<file path="src/rtl/elastic_buffer.sv">
// ---------------------------------------------------------------------------
// elastic_buffer
//
// DEPTH-entry first-word-fall-through elastic buffer placed between pipeline
// stages. It decouples producer and consumer, absorbs backpressure, reports
// its fill level and supports a synchronous flush.
//
// Parameters
//   DATA_WIDTH  payload width in bits (>= 1)
//   DEPTH       number of storage entries (power of two, >= 2)
//   CNT_W       width of count_o, derived from DEPTH (not overridable)
//
// Ports
//   clk_i      in   clock, all state updates on the rising edge
//   reset_n_i  in   asynchronous active-low reset
//   flush_i    in   synchronous flush, discards every stored entry
//   s_valid_i  in   upstream payload valid
//   s_ready_o  out  buffer can accept s_data_i this cycle
//   s_data_i   in   upstream payload
//   m_valid_o  out  m_data_o holds the oldest stored entry
//   m_ready_i  in   downstream accepts m_data_o this cycle
//   m_data_o   out  oldest stored entry, zero while m_valid_o is low
//   count_o    out  number of stored entries, 0..DEPTH
//
// Handshake semantics (both sides): a transfer happens on a rising edge
// where valid and ready are both high. valid, once offered, is not required
// to be held by this block; ready never depends combinationally on the
// other side's valid/ready, so s_ready_o and m_valid_o come from registered
// occupancy only.
// ---------------------------------------------------------------------------
module elastic_buffer #(
    parameter  int DATA_WIDTH = 32,
    parameter  int DEPTH      = 4,
    localparam int CNT_W      = $clog2(DEPTH + 1)
) (
    input  logic                  clk_i,
    input  logic                  reset_n_i,
    input  logic                  flush_i,
    input  logic                  s_valid_i,
    output logic                  s_ready_o,
    input  logic [DATA_WIDTH-1:0] s_data_i,
    output logic                  m_valid_o,
    input  logic                  m_ready_i,
    output logic [DATA_WIDTH-1:0] m_data_o,
    output logic [CNT_W-1:0]      count_o
);

    localparam int PTR_W = $clog2(DEPTH);

    // Occupancy class decoded from the registered count; a convenient
    // observation point for checkers.
    typedef enum logic [1:0] {
        OCC_EMPTY   = 2'd0,
        OCC_PARTIAL = 2'd1,
        OCC_FULL    = 2'd2
    } occ_e;

    logic [PTR_W-1:0]      rd_ptr;
    logic [PTR_W-1:0]      wr_ptr;
    logic [CNT_W-1:0]      count;
    logic [DATA_WIDTH-1:0] mem [DEPTH];
    occ_e                  occ_state;
    logic                  push;
    logic                  pop;

    always_comb begin
        occ_state = OCC_PARTIAL;
        if (count == '0) begin
            occ_state = OCC_EMPTY;
        end else if (count == CNT_W'(DEPTH)) begin
            occ_state = OCC_FULL;
        end
    end

    assign s_ready_o = (occ_state != OCC_FULL);
    assign m_valid_o = (occ_state != OCC_EMPTY);
    assign push      = s_valid_i & s_ready_o;
    assign pop       = m_valid_o & m_ready_i;
    assign count_o   = count;

    // Storage is never reset, so stale or X contents are masked while empty.
    assign m_data_o  = m_valid_o ? mem[rd_ptr] : '0;

    // Pointers are exactly log2(DEPTH) bits, so they wrap modulo DEPTH on
    // plain increment. Flush wins over any push/pop in the same cycle.
    always_ff @(posedge clk_i or negedge reset_n_i) begin
        if (!reset_n_i) begin
            rd_ptr <= '0;
            wr_ptr <= '0;
            count  <= '0;
        end else if (flush_i) begin
            rd_ptr <= '0;
            wr_ptr <= '0;
            count  <= '0;
        end else begin
            if (push) begin
                wr_ptr <= wr_ptr + PTR_W'(1);
            end
            if (pop) begin
                rd_ptr <= rd_ptr + PTR_W'(1);
            end
            case ({push, pop})
                2'b10:   count <= count + CNT_W'(1);
                2'b01:   count <= count - CNT_W'(1);
                default: count <= count;
            endcase
        end
    end

    always_ff @(posedge clk_i) begin
        if (push && !flush_i) begin
            mem[wr_ptr] <= s_data_i;
        end
    end

endmodule

</file>
<file path="config.mk">
export PLATFORM = sky130hd
export DESIGN_NAME = elastic_buffer
export DESIGN_NICKNAME = d
export VERILOG_FILES = /design/src/rtl/elastic_buffer.sv
export SDC_FILE = /design/constraint.sdc
export NUM_CORES = 1
export LEC_CHECK = 0
export ABC_AREA = 1
export BUFFER_PORTS_ARGS = -buffer_cell sky130_fd_sc_hd__buf_2
export CAP_MARGIN = 10
export CORE_ASPECT_RATIO = 0.9
export CORE_MARGIN = 4
export CORE_UTILIZATION = 40
export CTS_BUF_LIST = sky130_fd_sc_hd__clkbuf_4 sky130_fd_sc_hd__clkbuf_8
export CTS_CLUSTER_SIZE = 12
export DETAILED_ROUTE_END_ITERATION = 8
export GPL_TIMING_DRIVEN = 0
export PLACE_DENSITY_LB_ADDON = 0.25
export RECOVER_POWER = 25
export SETUP_SLACK_MARGIN = 0.1
export SLEW_MARGIN = 10
export SYNTH_ARGS = -nofsm -noshare
export SYNTH_HDL_FRONTEND = slang
export SYNTH_SLANG_ARGS = --single-unit
</file>
<file path="constraint.sdc">
create_clock -name clk_i -period 8.28 [get_ports clk_i]
set_clock_uncertainty 0.1 [all_clocks]
set_input_delay 1.656 -clock clk_i [delete_from_list [all_inputs] [get_ports clk_i]]
set_output_delay 1.656 -clock clk_i [all_outputs]
set_load 0.03 [all_outputs]
</file>
==> run_results.csv <==
group,metric,value,unit
logic_synthesis,synth_fa_ha_area_share,1.28,%
cts,cts_tree,"built",
cts,root_buffer,"clkbuf_8",
worst_hold_path,hold_path_depth,2,
logic_synthesis,yosysUniqueCellTypes,23,
logic_synthesis,syn_nets,487,
sta,slew_violations,0,
critical_path,startpoint_type,"flop",
logic_synthesis,syn_inst,445,
critical_path,critical_path_arrival,2.21,ns
logic_synthesis,yosysMostFrequentCell,"nor2_1",
sta,setup_viol_count_final,0,
critical_path,cp_data_required_time,6.52,ns
logic_synthesis,avgSynthCellArea,12.3,µm²
sta,rsz0062_at_grt,"false",
cells_and_area,drive_gt1_share,21.3,%
cts,cts_buffers,17,
floorplan,die_area,0.0156,mm²
placed_design,dp_hpwl,7960,µm
global_route,grt_max_degree,25,
cells_and_area,final_core_util,48.9,%
cts,cts.path.max_buffers,2,
logic_synthesis,synth_commonest_cells,"nor2_1, edfxtp_1, a21oi_1, o21ai_0, o21ai_1",
floorplan,ios,74,
detailed_routing,vias,3551,
detailed_routing,wl_per_cell,17.4,µm
cts,path_clk_slew,0.07,ns
floorplan,die_w,131,µm
detailed_routing,routed_via_density,4.92,
logic_synthesis,synth_xor_area_share,0.320,%
floorplan,core_area,0.0134,mm²
detailed_routing,antenna_left,0,
logic_synthesis,ys.flop_type,"edfxtp_1",
logic_synthesis,synth_top_family_by_area,"simple AND/OR/NAND/NOR gates",
logic_synthesis,synth_compound_area_share,9.41,%
critical_path,crit_type,"reg2out",
cts,htreeDepth,4,
sta,tightest_slew,0.631,ns
cells_and_area,syn2layout_area_growth,19.6,%
sta,max_freq,0.252,GHz
worst_hold_path,hp-class,"reg2reg",
global_route,overflow,0,
placed_design,gp_congestion,0.745,
global_route,antenna_found_initial,0,
logic_synthesis,synth_enable_flop_cells,128,
global_route,grtUsageTotal,16.8,%
logic_synthesis,synthSimpleGateAreaFrac,11.5,%
detailed_routing,drc,0,
sta,slew_headroom,57.9,%
critical_path,endpoint_kind,"primary output",
global_route,grt_pass1_vias,3607,
cts,post_cts_resized,0,
floorplan,initial_core_util,40.9,%
sta,timing.final.crit_period,3.97,ns
placed_design,io_buffers,73,
critical_path,cp_max_fo,10,
power,leakagePower,0.00241,µW
floorplan,die_h,119,µm
critical_path,rr_worst_depth,5,
logic_synthesis,async_reset_ff_share,5.19,%
logic_synthesis,syn_area,0.00547,mm²
detailed_routing,wirelength,12500,µm
cells_and_area,layout.nets,583,
cts,clkSinkCount,135,
power,irDropWorstVdd,0.136,mV
logic_synthesis,ys_seq_area_share,73.5,%
run,drv_cap,0,
sta,fin_tns_setup,0,ns
cells_and_area,diodes,0,
cts,hold_buffers,0,
outcome,status,"completed",
cts,clk_latency,0.44,ns
detailed_routing,drt_first_pass_iters,5,
logic_synthesis,yosys.area.top_type,"edfxtp_1",
power,power_density,331,mW/mm²
sta,fin_crit_sh,48.0,%
sta,hold_viol_final,0,
logic_synthesis,yosysTopAreaCellShare,70.3,%
logic_synthesis,ys.warnings.count,0,
logic_synthesis,synth_mux_area_share,0,%
global_route,grt_first_pass_wirelength,20000,µm
cts,cts_setup_buffers,0,
floorplan,rows,40,
detailed_routing,drt_iter0_markers,214,
logic_synthesis,ys_ff_latch,135,
logic_synthesis,yosys-top-cells-area,"edfxtp_1, nor2_1, dfrtp_1, a21oi_1, o21ai_0",
[through the flow]
stage / std cells / instance area (µm²) / total power, µW / setup slack (ns) / hold WS [ns]
floorplan: 445 / 5470 / 1380 / 4.28 / 0.479
global placement: 686 / 6040 / 1620 / 2.90 / 0.514
detailed placement: 690 / 6170 / 1650 / 4.58 / 0.546
CTS: 722 / 6570 / 2190 / 4.27 / 0.562
global route: 722 / 6540 / 2290 / 4.14 / 0.604
finish: 722 / 6540 / 2170 / 4.31 / 0.559
[registers in the layout, indices dropped and copies added, names as in the netlist]
name,count
wr_ptr,2
count_o,3
rd_ptr,2
mem,128
[area by class of cell]
cell class	instances	area, µm²
buffer	26	161
clock buffer	18	241
clock inverter	14	158
fill	1173	6820
inverter	15	56.3
multi-input combinational	269	1260
sequential	135	4020
tap	168	210
timing repair buffer	77	434
[cells in the final DEF, fill, tap and decap left out]
cell,netlist,routed
a21oi_1,34,34
a21oi_2,1,1
buf_12,0,2
buf_16,0,2
buf_2,12,64
buf_4,2,2
buf_6,5,5
bufinv_16,0,3
clkbuf_1,4,25
clkbuf_2,3,3
clkbuf_4,0,1
clkbuf_8,0,17
clkinv_1,0,3
clkinv_2,0,3
clkinv_4,0,2
clkinvlp_4,0,2
dfrtp_1,7,7
edfxtp_1,128,128
fa_1,1,1
ha_1,4,4
inv_1,12,12
inv_2,3,3
inv_6,0,1
nand2_1,14,14
nand2_2,2,2
nand3_1,6,6
nand4_1,3,3
nor2_1,134,130
nor2_4,1,5
o21ai_0,34,34
o21ai_1,33,33
xnor2_1,1,1
xor2_1,1,1
[critical path, stage by stage (launching register included)]
cell and delay (ns):
dfrtp_1 0.41, inv_2 0.06, buf_2 0.21, clkbuf_1 0.44
o21ai_0 0.18, a21oi_1 0.24, buf_2 0.24
[per-layer routing]
metal	GRT usage, %	part of all wire, %	up-vias	routed length (µm)
li1	-	-	1750	-
met1	21.6	43	1686	5440
met2	27.2	49	102	6160
met3	5.28	6.1	13	761
met4	5.71	1.4	0	170
met5	0	0	-	0
[power breakdown]
part	total [µW]	internal, µW	switching (µW)
Clock	548	298	250
Combinational	806	222	585
Sequential	812	793	18.8
[kinds of logic after synthesis]
| group | count (synthesis) |
|---|---|
| fa+ha+maj | 5 |
| xor+xnor | 2 |
| compound gates | 102 |
| flops | 135 |
| simple gates | 160 |
| buf+inv | 41 |
[path summary, 6_finish.rpt]
check | from | end | slack (ns)
setup / recovery | rd_ptr[0] | m_data_o[12] | 4.31
hold / removal | wr_ptr[1] | wr_ptr[1] | 0.56
setup reg to reg | count_o[0] | mem[0][22] | 6.04
hold reg to reg | wr_ptr[1] | wr_ptr[1] | 0.56
max in group asynchronous | reset_n_i | rd_ptr[0] | 6.77
min in group asynchronous | reset_n_i | count_o[2] | 1.01
(Power assumes the default switching activity.)
